<file path="config.mk">
export PLATFORM = sky130hd
export DESIGN_NAME = hold_timer
export DESIGN_NICKNAME = d
export VERILOG_FILES = /design/src/rtl/gate_stim_checker_hold_timer.sv
export SDC_FILE = /design/constraint.sdc
export NUM_CORES = 1
export LEC_CHECK = 0
export CAP_MARGIN = 10
export CORE_AREA = 2 2 39 41
export CTS_BUF_LIST = sky130_fd_sc_hd__clkbuf_8 sky130_fd_sc_hd__clkbuf_16
export DETAILED_ROUTE_END_ITERATION = 6
export DIE_AREA = 0 0 41 43
export SYNTH_ARGS = -nofsm -noshare
export SYNTH_HDL_FRONTEND = slang
export SYNTH_SLANG_ARGS = --single-unit
</file>
<file path="constraint.sdc">
create_clock -name clk -period 0.9 [get_ports clk]
set_input_delay 0.09 -clock clk [delete_from_list [all_inputs] [get_ports clk]]
set_output_delay 0.09 -clock clk [all_outputs]
set_load 0.05 [all_outputs]
</file>
<file path="src/rtl/gate_stim_checker_hold_timer.sv">
// Counts the clocks for which a stimulus vector has been held.
// 'last' marks the final hold cycle; the counter wraps to 0 on the following edge.
module hold_timer #(
    parameter int HOLD_CYCLES = 10
) (
    input  logic clk,
    input  logic rst_n,
    input  logic clear,
    input  logic en,
    output logic last
);

    localparam int CW = (HOLD_CYCLES > 1) ? $clog2(HOLD_CYCLES) : 1;
    localparam logic [CW-1:0] LAST_CNT = CW'(HOLD_CYCLES - 1);

    logic [CW-1:0] count_q;

    assign last = (count_q == LAST_CNT);

    always_ff @(posedge clk or negedge rst_n) begin
        if (!rst_n) begin
            count_q <= '0;
        end else if (clear) begin
            count_q <= '0;
        end else if (en) begin
            count_q <= last ? '0 : count_q + CW'(1);
        end
    end

endmodule

</file>
### Word level (Yosys, flattened, before mapping)

Cells that the tools add are included.

* bits in registers: 4
* input port bits: 4
* word-level logic and storage cells: 7

* $add $sub $neg: 1
* equality and inequality tests: 1
* multiplexer cells: 3
* reduce and logical (&&, ||, !) cells: 1

Operator list (count)
* 2-to-1 mux 4 bit: 3
* adder 4 x 1 -> 4 bit (second input constant): 1
* == test 4 bit (second input constant): 1
* nonzero test 2 bit: 1

### Longest topological paths before layout

* depth in word-level cells: 4
* mapped depth: 5

### Worst setup path after synthesis

Ideal clock, no wire load.

* kind: register -> register
* from: reg count_q[1]
* to: reg count_q[2]
* arrival: 1.120 ns
* required time: 0.759 ns
* slack: -0.361 ns
* cell stages (with the launch flop): 6
* period minus slack after synthesis: 1.261 ns
* path through: dfrtp_1 > inv_1 > ha_1 > nand3b_1 > inv_1 > nor3_1

* longest elaborated chain between the ends: 4
* elaborated cells on any way between the ends: 5

RTL lines
* start, declared: RTL line 16 `logic [CW-1:0] count_q;`
* start signal, assigned: RTL line 26 `count_q <= last ? '0 : count_q + CW'(1);`
* == test 4 bit: RTL line 18 `assign last = (count_q == LAST_CNT);`
* via last: RTL line 10 `output logic last`
* 2-to-1 mux 4 bit: RTL line 26
* 2-to-1 mux 4 bit: RTL line 25 `end else if (en) begin`
* 2-to-1 mux 4 bit: RTL line 23 `end else if (clear) begin`

The timed path passes the listed nets, and every way through them passes these cells. The select of a mux whose other input is x is not followed.
A chain may end at the register's enable or synchronous reset.

### Worst setup path after layout

* from: reg count_q[1]
* to: out last

* longest elaborated chain between the ends: 1

RTL lines (RTL line)
* == test 4 bit: 18
* end, declared: 10

Every way passes these cells.

==> run_results.csv <==
group,metric,value,unit
outcome,status,"complete, but fails checks",
outcome,violations,"setup timing",
pwr,p_switching,0.118,mW
global_route,grt_max_degree,5,
clocking,cts_tree,"yes",
layout,reg_top3,"count_q (4)",
sta,final_max_slew_viol_count,0,
pwr,seqPwrFrac,30.4,%
floorplanning,dieArea,0.00176,mm²
drt,postRouteAntennaNets,0,
layout,num-fill-cells,150,
placed_design,placed_area,324,µm²
sta,rsz0062_at_grt,"yes",
setup_path,required,0.81,ns
setup_path,crit_path_end_kind,"output pin",
clocking,clk_pin_slew_worst_paths,0.03,ns
synthesis,syn-num-nets,30,
pwr,finalPower,0.635,mW
layout,num_antenna_cells,0,
global_route,grtUsageTotal,7.26,%
floorplanning,rows,14,
clocking,htreeDepth,1,
setup_path,cpPeakStageDelay,0.38,ns
global_route,grt-ovfl-total,0,
setup_path,slowest_stage,"dfrtp_1",
pwr,p_clk_share,57.7,%
synthesis,ys_types,13,
pwr,cellPowerDensity,1580,mW/mm²
sta,finalSetupViolations,5,
sta,finalHoldViolCount,0,
global_route,antenna_found_initial,0,
drt,firstDrtPassIters,2,
sta,maxSlewHeadroom,87.7,%
floorplanning,num_io_pins,5,
placed_design,gp_congestion,0.602,
setup_path,path_cells,"inv_1 > ha_1 > nand3b_1 > inv_2 > buf_12",
global_route,grt_pass1_wl,834,µm
job,cap_violations,0,
pwr,leakage,0.177,nW
setup_path,start_kind,"flip-flop",
pwr,internal-power,0.516,mW
clocking,clk_path_buf_depth,2,
setup_path,path_max_fanout,2,
synthesis,ys_warn_count,0,
drt,viasPerCell,4.00,
setup_path,critPathTopFamily,"flip-flops",
setup_path,crit_arrival,1.17,ns
synthesis,syn_inst,24,
synthesis,synth_area_per_cell,9.64,µm²
placed_design,numPortBuffers,4,
drt,avgRoutedWirePerCell,10.1,µm
layout,area_delta_synth_final,74.1,%
drt,vias,212,
setup_path,crit_buf_inv,3,
sta,layout_setup_ws,-0.359,ns
pwr,power_frac_comb,11.9,%
floorplanning,core,0.00138,mm²
drt,drcViolationCount,0,
placed_design,dp_slack,-0.261,ns
global_route,grt_pass1_vias,209,
synthesis,synth-seq-cells,4,
layout,layout_common_cells,"4 x dfrtp_1, 4 x buf_4, 3 x nand3b_1, 3 x clkbuf_8, 3 x clkdlybuf4s50_1",
sta,period_minus_slack,1.26,ns
clocking,clkLatencyLatePin,0.21,ns
clocking,cts_buffers,3,
sta,fmax,794,MHz
sta,worst_pin_slew,0.184,ns
clocking,cts_sinks,4,
floorplanning,die_x,41,µm
floorplanning,die_h,43,µm
clocking,cts_root_buf,"clkbuf_8",
setup_path,criticalPathCategory,"flip-flop to output pin",
drt,drt-initial-drc-count,5,
sta,fin_skew,0.00248,ns
layout,max_flop_register,"count_q",
layout,largest_reg_flops,4,
floorplanning,start_util,16.7,%
layout,final_area,403,µm²
hold_path,min_path_type,"input pin to async pin",
layout,fin_nets,45,
layout,drive_gt1_share,35.1,%
drt,routed_wl,533,µm
clocking,cts_hold_buf,0,
synthesis,netlist_area,231,µm²
pwr,p_sw_share,18.7,%
pwr,peakVddDrop,0.000849,V
synthesis,ys_seq_area_share,43.2,%
sta,fin_crit_sh,140,%
## cells in the mapped netlist
library cell	count	share of area, %
nor3_1	1	2.2
o21ai_0	1	2.2
xor2_1	1	3.8
inv_1	2	3.2
o21ai_1	1	2.2
nand3b_1	3	9.7
ha_1	2	11
nand2b_1	2	5.4
and4b_1	1	4.3
dfrtp_1	4	43
a21boi_0	1	3.2
a21oi_1	3	6.5
nand2_1	2	3.2
## power groups by stage
stage | Combinational, mW | Sequential [mW] | Clock, mW
2_1_floorplan | 0.0193 | 0.196 | 0
3_3_place_gp | 0.0530 | 0.197 | 0
3_5_place_dp | 0.0544 | 0.197 | 0
4_1_cts | 0.0732 | 0.193 | 0.380
5_1_grt | 0.0813 | 0.193 | 0.408
6_report | 0.0756 | 0.193 | 0.366
## what timing repair did
item | 4_1_cts | 5_1_grt
pin swaps | 5 | 0
resized for setup | 4 | 1
setup buffers | 3 | 0
endpoints found under the setup margin | 5 | 5
## cells by family (layout without fill, tap and decap cells)
group | Yosys count | count (layout) | share of synthesized area, %
AO/OA/AOI/OAI | 6 | 6 | 14.0
AND/OR/NAND/NOR | 9 | 9 | 24.9
buffers and inverters | 2 | 15 | 3.24
XOR/XNOR | 1 | 1 | 3.78
adder cells (fa/ha/maj) | 2 | 2 | 10.8
flip-flops | 4 | 4 | 43.2
## metrics by stage
stage / hold WS [ns] / setup TNS [ns] / instances / utilization [%]
2_1_floorplan: -0.206 / -0.850 / 24 / -
3_3_place_gp: 0.302 / -1.03 / 47 / 23.4
3_5_place_dp: 0.306 / -1.07 / 47 / 23.4
4_1_cts: 0.0812 / -1.30 / 53 / 28.8
5_1_grt: 0.0901 / -1.55 / 53 / 29.1
6_report: 0.0773 / -1.30 / 53 / 29.1
## final timing paths
kind                              endpoint  slack [ns]  cells after the start        from
worst max-delay path                  last       -0.36                      5  count_q[1]
worst min-delay path            count_q[3]        0.08                      1       rst_n
worst max register to register  count_q[2]       -0.24                      5  count_q[1]
worst min register to register  count_q[3]        0.57                      2  count_q[3]
max in group asynchronous       count_q[2]        0.66                      1       rst_n
min in group clk                count_q[0]        0.52                      2       clear
## layer usage
metal / part of all wire, % / track usage (%)
met1: 50 / 9.77
met2: 46 / 9.38
met3: 4.3 / 4.71
met4: 0 / 2.00
met5: 0 / 0
## area by class of cell
| class | count | area (µm²) | share of cell area, % |
|---|---|---|---|
| multi-input cells | 18 | 131 | 32.6 |
| repair buffers | 10 | 103 | 25.5 |
| inverters | 2 | 7.51 | 1.86 |
| well taps | 16 | 20.0 | 4.97 |
| flip-flops and latches | 4 | 100 | 24.8 |
| clock buffers | 3 | 41.3 | 10.2 |
(Power assumes the default switching activity.)
